--- src/rtl/uart_frame_transmitter_if.sv ---
// Producer-side handshake bundle for uart_frame_transmitter.
// The master (producer) drives the byte and valid; the slave returns ready.
interface uart_frame_transmitter_if #(
  parameter int unsigned DATA_WIDTH = 8
) ();
  logic [DATA_WIDTH-1:0] data_in;
  logic                  data_valid;
  logic                  data_ready;

  modport master (output data_in, output data_valid, input data_ready);
  modport slave  (input data_in, input data_valid, output data_ready);
endinterface

--- src/rtl/uart_frame_transmitter.sv ---
// Configurable UART transmitter with a one-entry holding register.
// Optional break generation is enabled by defining UART_TX_BREAK_EN.
module uart_frame_transmitter #(
  parameter int unsigned INTERNAL_CLOCK = 125000000,
  parameter int unsigned DATA_WIDTH     = 8
) (
  input  logic                  clk,
  input  logic                  rst,
  input  logic [DATA_WIDTH-1:0] config_register,
  uart_frame_transmitter_if.slave bus,
`ifdef UART_TX_BREAK_EN
  input  logic                  send_break,
`endif
  output logic                  TX,
  output logic                  tx_busy,
  output logic                  frame_done
);

  localparam int unsigned CNT_W = $clog2(INTERNAL_CLOCK / 9600 + 1);

`ifdef UART_TX_BREAK_EN
  typedef enum logic [2:0] {
    S_IDLE, S_START, S_DATA, S_PARITY, S_STOP, S_BREAK, S_MARK
  } state_t;
`else
  typedef enum logic [2:0] {
    S_IDLE, S_START, S_DATA, S_PARITY, S_STOP
  } state_t;
`endif

  function automatic logic [CNT_W-1:0] baud_div(input logic [2:0] sel);
    case (sel)
      3'd0:    return CNT_W'(INTERNAL_CLOCK / 9600);
      3'd1:    return CNT_W'(INTERNAL_CLOCK / 19200);
      3'd2:    return CNT_W'(INTERNAL_CLOCK / 38400);
      3'd3:    return CNT_W'(INTERNAL_CLOCK / 57600);
      3'd4:    return CNT_W'(INTERNAL_CLOCK / 115200);
      3'd5:    return CNT_W'(INTERNAL_CLOCK / 230400);
      3'd6:    return CNT_W'(INTERNAL_CLOCK / 460800);
      default: return CNT_W'(INTERNAL_CLOCK / 921600);
    endcase
  endfunction

  state_t                r_state;
  state_t                w_next;
  logic [CNT_W-1:0]      r_cnt;
  logic [CNT_W-1:0]      r_div;
  logic [3:0]            r_bit_idx;
  logic [DATA_WIDTH-1:0] r_shift;
  logic                  r_par;
  logic                  r_par_en;
  logic                  r_stop2;
  logic [2:0]            r_nbits_m1;
  logic                  r_hold_full;
  logic [DATA_WIDTH-1:0] r_hold_data;
  logic                  r_frame_done;

  logic                  w_bit_end;
  logic                  w_data_last;
  logic                  w_stop_last;
  logic                  w_hs;
  logic                  w_frame_start;
  logic                  w_cfg_load;
  logic [DATA_WIDTH-1:0] w_mask;
  logic [DATA_WIDTH-1:0] w_masked;

  assign w_bit_end     = (r_state != S_IDLE) && (r_cnt == r_div - CNT_W'(1));
  assign w_data_last   = (r_bit_idx == {1'b0, r_nbits_m1});
  assign w_stop_last   = (r_bit_idx[0] == r_stop2);
  assign w_hs          = bus.data_valid && !r_hold_full;
  assign w_frame_start = (w_next == S_START) && (r_state != S_START);
  assign w_cfg_load    = ((r_state == S_IDLE) && (w_next != S_IDLE)) || w_frame_start;
  assign w_masked      = r_hold_data & w_mask;

  always_comb begin
    w_mask = '0;
    for (int unsigned i = 0; i < DATA_WIDTH; i++)
      w_mask[i] = (i < 5 + int'(config_register[1:0]));
  end

  always_ff @(posedge clk) begin
    if (rst) r_state <= S_IDLE;
    else     r_state <= w_next;
  end

  always_comb begin
    w_next = r_state;
    case (r_state)
      S_IDLE: begin
`ifdef UART_TX_BREAK_EN
        if (send_break)       w_next = S_BREAK;
        else if (r_hold_full) w_next = S_START;
`else
        if (r_hold_full)      w_next = S_START;
`endif
      end
      S_START:  if (w_bit_end) w_next = S_DATA;
      S_DATA:   if (w_bit_end && w_data_last) w_next = r_par_en ? S_PARITY : S_STOP;
      S_PARITY: if (w_bit_end) w_next = S_STOP;
      S_STOP:   if (w_bit_end && w_stop_last) w_next = r_hold_full ? S_START : S_IDLE;
`ifdef UART_TX_BREAK_EN
      // Leave on the 13th period boundary at the earliest, or later once send_break drops.
      S_BREAK:  if (!send_break && ((r_bit_idx == 4'd13) || (r_bit_idx == 4'd12 && w_bit_end)))
                  w_next = S_MARK;
      S_MARK:   if (w_bit_end) w_next = S_IDLE;
`endif
      default:  w_next = S_IDLE;
    endcase
  end

  always_comb begin
    TX             = 1'b1;
    tx_busy        = (r_state != S_IDLE);
    frame_done     = r_frame_done;
    bus.data_ready = !r_hold_full;
    case (r_state)
      S_START:  TX = 1'b0;
      S_DATA:   TX = r_shift[0];
      S_PARITY: TX = r_par;
`ifdef UART_TX_BREAK_EN
      S_BREAK:  TX = 1'b0;
`endif
      default:  TX = 1'b1;
    endcase
  end

  always_ff @(posedge clk) begin
    if (rst) begin
      r_cnt        <= '0;
      r_div        <= '0;
      r_bit_idx    <= '0;
      r_shift      <= '0;
      r_par        <= 1'b0;
      r_par_en     <= 1'b0;
      r_stop2      <= 1'b0;
      r_nbits_m1   <= '0;
      r_hold_full  <= 1'b0;
      r_hold_data  <= '0;
      r_frame_done <= 1'b0;
    end else begin
      r_frame_done <= (r_state == S_STOP) && w_bit_end && w_stop_last;

      if ((w_next != r_state) || w_bit_end) r_cnt <= '0;
      else                                  r_cnt <= r_cnt + CNT_W'(1);

      if (w_next != r_state)                        r_bit_idx <= '0;
      else if (w_bit_end && (r_bit_idx != 4'd13))   r_bit_idx <= r_bit_idx + 4'd1;

      if (w_cfg_load) begin
        r_div      <= baud_div(config_register[7:5]);
        r_stop2    <= config_register[4];
        r_par_en   <= config_register[3] ^ config_register[2];
        r_nbits_m1 <= {1'b1, config_register[1:0]};
        r_shift    <= w_masked;
        r_par      <= (^w_masked) ^ config_register[2];
      end else if ((r_state == S_DATA) && w_bit_end) begin
        r_shift    <= r_shift >> 1;
      end

      // Holding register is full whenever a drain could happen, so drain and refill never collide.
      if (w_frame_start) begin
        r_hold_full <= 1'b0;
      end else if (w_hs) begin
        r_hold_full <= 1'b1;
        r_hold_data <= bus.data_in;
      end
    end
  end

endmodule

--- src/flat_wrapper.sv ---
// flat-port wrapper written by rule: the top's interface ports become plain ports
module uart_frame_transmitter_flat 
#(
  parameter int unsigned INTERNAL_CLOCK = 125000000,
  parameter int unsigned DATA_WIDTH     = 8
)
  (clk, rst, config_register, TX, tx_busy, frame_done, bus_data_in, bus_data_valid, bus_data_ready);
  uart_frame_transmitter_if #(.DATA_WIDTH(DATA_WIDTH)) bus_i ();
  input  logic clk;
  input  logic rst;
  input  logic [DATA_WIDTH-1:0] config_register;
  output logic TX;
  output logic tx_busy;
  output logic frame_done;
  input wire logic [$bits(bus_i.data_in)-1:0] bus_data_in;
  input wire logic [$bits(bus_i.data_valid)-1:0] bus_data_valid;
  output wire logic [$bits(bus_i.data_ready)-1:0] bus_data_ready;
  assign bus_i.data_in = bus_data_in;
  assign bus_i.data_valid = bus_data_valid;
  assign bus_data_ready = bus_i.data_ready;
  uart_frame_transmitter #(.INTERNAL_CLOCK(INTERNAL_CLOCK), .DATA_WIDTH(DATA_WIDTH)) u_core (.clk(clk), .rst(rst), .config_register(config_register), .bus(bus_i), .TX(TX), .tx_busy(tx_busy), .frame_done(frame_done));
endmodule
--- config.mk ---
export PLATFORM = sky130hd
export DESIGN_NAME = uart_frame_transmitter_flat
export DESIGN_NICKNAME = d
export VERILOG_FILES = /design/src/rtl/uart_frame_transmitter_if.sv /design/src/rtl/uart_frame_transmitter.sv /design/src/flat_wrapper.sv
export SDC_FILE = /design/constraint.sdc
export NUM_CORES = 1
export LEC_CHECK = 0
export BUFFER_PORTS_ARGS = -buffer_cell sky130_fd_sc_hd__clkbuf_2
export CAP_MARGIN = 20
export CORE_ASPECT_RATIO = 0.6
export CORE_MARGIN = 1.5
export CORE_UTILIZATION = 60
export DETAILED_ROUTE_END_ITERATION = 10
export GPL_TIMING_DRIVEN = 0
export PLACE_DENSITY = 0.86
export SYNTH_ARGS = -nofsm -noshare
export SYNTH_HDL_FRONTEND = slang
export SYNTH_SLANG_ARGS = --single-unit
--- constraint.sdc ---
create_clock -name clk -period 4 [get_ports clk]
set_input_delay 0.4 -clock clk [delete_from_list [all_inputs] [get_ports clk]]
set_output_delay 0.4 -clock clk [all_outputs]
set_load 0.03 [all_outputs]
==> summary.md <==
| Metric | Value |
|---|---|
| Status | finished, final reports clean |
| Vias in the first global route | 2678 |
| 1st-pass router iterations | 6 |
| Critical Path Source Type | register |
| Syn_area_per_cell | 8.74 µm² |
| Setup TNS | 0 ns |
| Post-synth top area share | 36.1% |
| Die W | 98.3 µm |
| Chip height | 60.2 µm |
| Port Buf Inserts | 21 |
| Cts repair resizes | 0 |
| Total grt overflow | 0 |
| Initial antenna violation count | 0 |
| CTS buffer count | 9 |
| Most common flop cell mapped by yosys | dfxtp_1 |
| Required @ worst endpoint | 4.23 ns |
| Hold Startpoint | bus_data_in[2] |
| Remaining DRCs | 0 |
| Core Box Area | 0.00515 mm² |
| Max VDD drop | 0.000234 V |
| Pin count of the biggest net entering global routing | 11 |
| Top cells by area, synth | dfxtp_1 36%, mux2i_1 8.9%, xnor2_1 7.8% |
| DR vias/cell | 6.00 |
| Max Clk Rate | 308 MHz |
| Maximum fanout along the worst path | 10 |
| Rel. slew slack | 54.9% |
| Logic pwr share | 21.4% |
| Critical R2R Launch | u_core.r_div[5] |
| Final hold violation count | 0 |
| Yosys warning count | 0 |
| Root Driver | clkbuf_8 |
| Worst setup margin | 0.752 ns |
| Max incr delay on CP | 0.53 ns |
| Worst Hold Class | in2reg |
| Crit path DAT | 3.48 ns |
| First-pass GRT wire length | 12.9 mm |
| Clock skew | 0.00403 ns |
| Filler cell count | 416 |
| Worst Path Buf+Inv | 4 |
| Post-Route WL | 7.92 mm |
| Pleak | 0.00140 µW |
| Clk sinks | 59 |
| R2r worst-path depth | 12 |
| Worst skew pair latency | 0.34 ns |
| Worst Tran Pin Value | 0.672 ns |
| Terminating pin of the worst hold path | u_core.r_hold_data[2] |
| Syn Std Cell Area | 0.00327 mm² |
| Max-slew violation count | 0 |
| # setup viols final | 0 |
| Sw frac | 29.9% |
| Crit path time final | 3.25 ns |
| Pwr Density | 412 mW/mm² |
| Seq pwr share | 43.7% |
| RSZ-0062 raised after global routing | no |
| Dpl ws | 0.845 ns |
| Yosys reg bits | 59 |
| Clock group share of total power | 34.9% |
| Proportion of layout cells with a drive suffix above 1 | 13.4% |
| Via count | 2850 |
| DR WL/cell | 16.7 µm |
| Final net count | 429 |
| Ports | 23 |
| Post-route ant nets | 0 |
| DPL Wire Length | 5.80 mm |
| Most common cell in the netlist | nor2_1 |
| Synth cell types | 54 |
| Cell taking the most area after synthesis | dfxtp_1 |
| Worst path cell trace | buf_2 > or4_4 > buf_6 > nor4_1 > nor3_1 > a211oi_2 > a41oi_2 > o31ai_1 > buf_2 > buf_6 > o221ai_1 > o211a_1 |
| Internal power | 1050 µW |
| Post-synth EDFFs | 0 |
| Placer Congestion | 0.855 |
| Hold Path Stages | 3 |
| Top cells by count, synth | 61 x nor2_1, 59 x dfxtp_1, 29 x mux2i_1, 29 x xnor2_1, 18 x nand2_1 |
| Psw | 448 µW |
| Hold Buf Count CTS | 0 |
| Die ar. | 0.00591 mm² |
| Clock tree buffer depth | 2 |
| # Max-Cap Violations | 0 |
| Row cnt | 20 |
| First DRT Iteration DRCs | 198 |
| H-tree depth | 3 |
| Post-Syn Nets | 397 |
| Starting Density | 63.4% |
| # Post-CTS Setup Buffers | 0 |
| Worst reg-to-reg setup slack | 0.75 ns |
| R2r endpoint | u_core.r_div[8] |
| Syn-to-layout area delta | 11.3% |
| Ant diodes | 0 |
| Worst path top cell family by delay | compound AO/OA/AOI/OAI gates |
| Final Cycle Share | 81.2% |
| Clock transition at path regs | 0.06 ns |
| Crit Path Category | reg2reg |
| Critical path's slowest cell | or4_4 |
| CP endpoint kind | register |
| Total track usage | 28.5% |
| CTS tree | built |
| Ys async rst share | 0% |
| Post-Route Hold Slack | 0.293 ns |
| Mapped Cells | 374 |
| Post-synthesis sequential area ratio | 36.1% |
[power by group through the flow]
stage	clock network, µW	registers [µW]	logic [µW]
2_1_floorplan	0	654	249
3_3_place_gp	0	663	301
3_5_place_dp	0	666	314
4_1_cts	526	653	317
5_1_grt	553	658	349
6_report	524	655	321
[area by class of cell]
cell class / count / area (µm²) / area share, %
plain buffers: 23 / 118 / 3.23
clock buffers: 11 / 141 / 3.89
clock inverters: 3 / 40.0 / 1.10
inverters: 11 / 41.3 / 1.14
multi-input cells: 281 / 1930 / 53.0
flip-flops and latches: 59 / 1180 / 32.5
well taps: 66 / 82.6 / 2.27
repair buffers: 21 / 105 / 2.89
[per-layer routing]
metal  global-route usage (%)  up-vias  share of wire (%)
li1                         -     1370                  -
met1                     38.6     1363                 48
met2                     43.3      106                 43
met3                     9.01       11                7.7
met4                     9.86        0               0.72
met5                        0        -                  0
[through the flow]
stage | total power, µW | instances | utilization (%) | cell area (µm²)
2_1_floorplan | 903 | 374 | - | 3270
3_3_place_gp | 965 | 461 | 67.0 | 3460
3_5_place_dp | 980 | 461 | 67.0 | 3460
4_1_cts | 1500 | 475 | 70.6 | 3640
5_1_grt | 1560 | 475 | 70.6 | 3640
6_report | 1500 | 475 | 70.6 | 3640
[worst register-to-register path: cells and delay by family (launching register included)]
kind / cells / cell delay (ns)
AOI/OAI and AO/OA: 5 / 1.16
DFF: 1 / 0.29
buffers and inverters: 4 / 0.79
and+or+nand+nor: 3 / 0.89
[worst max path at each step]
| stage | startpoint | to | slack (ns) | depth (start not counted) |
|---|---|---|---|---|
| after floorplan | u_core.r_div[4] | u_core.r_div[11] | 1.22 | 12 |
| after global placement | u_core.r_div[5] | u_core.r_div[13] | 0.93 | 12 |
| after detailed placement | u_core.r_div[5] | u_core.r_div[8] | 0.85 | 12 |
| after CTS | u_core.r_div[4] | u_core.r_div[8] | 0.80 | 12 |
| after global routing | u_core.r_div[4] | u_core.r_div[13] | 0.57 | 12 |
| final | u_core.r_div[5] | u_core.r_div[8] | 0.75 | 12 |
[placed cells by master (no fill, tap or decap), types with 3 or more instances in the layout]
master    count
clkbuf_2     21
o21ai_0       7
nor2_1       61
nand3_1       9
nand2b_1      3
a211oi_1     11
nand4b_1      3
o21a_1        3
nand2_1      18
mux2i_1      29
clkbuf_8     10
nor3_1       11
nor2b_1      10
ha_1          4
clkbuf_1     16
xnor2_1      29
inv_1        11
o211ai_1      3
dfxtp_1      59
a31oi_1       6
a21oi_1       7
nand4_1       4
buf_6         3
and3_1        8
buf_2         4
xor2_1       17
nor4_1        4
[state kept, by name (all words and copies together), names as in the netlist]
signal              cells
u_core.r_state          3
u_core.r_bit_idx        4
u_core.r_par_en         1
u_core.r_nbits_m1       3
u_core.r_shift          8
u_core.r_par            1
u_core.r_hold_full      1
u_core.r_stop2          1
u_core.r_hold_data      8
u_core.r_div           14
u_core.frame_done       1
u_core.r_cnt           14
[kinds of logic after synthesis]
family	after synthesis	synth area share, %
flops	59	36.1
compound gates	52	11.9
xor+xnor	46	12.3
buf+inv	34	4.86
mux	29	8.88
simple gates	150	24.4
fa+ha+maj	4	1.53
(Power assumes the default switching activity.)
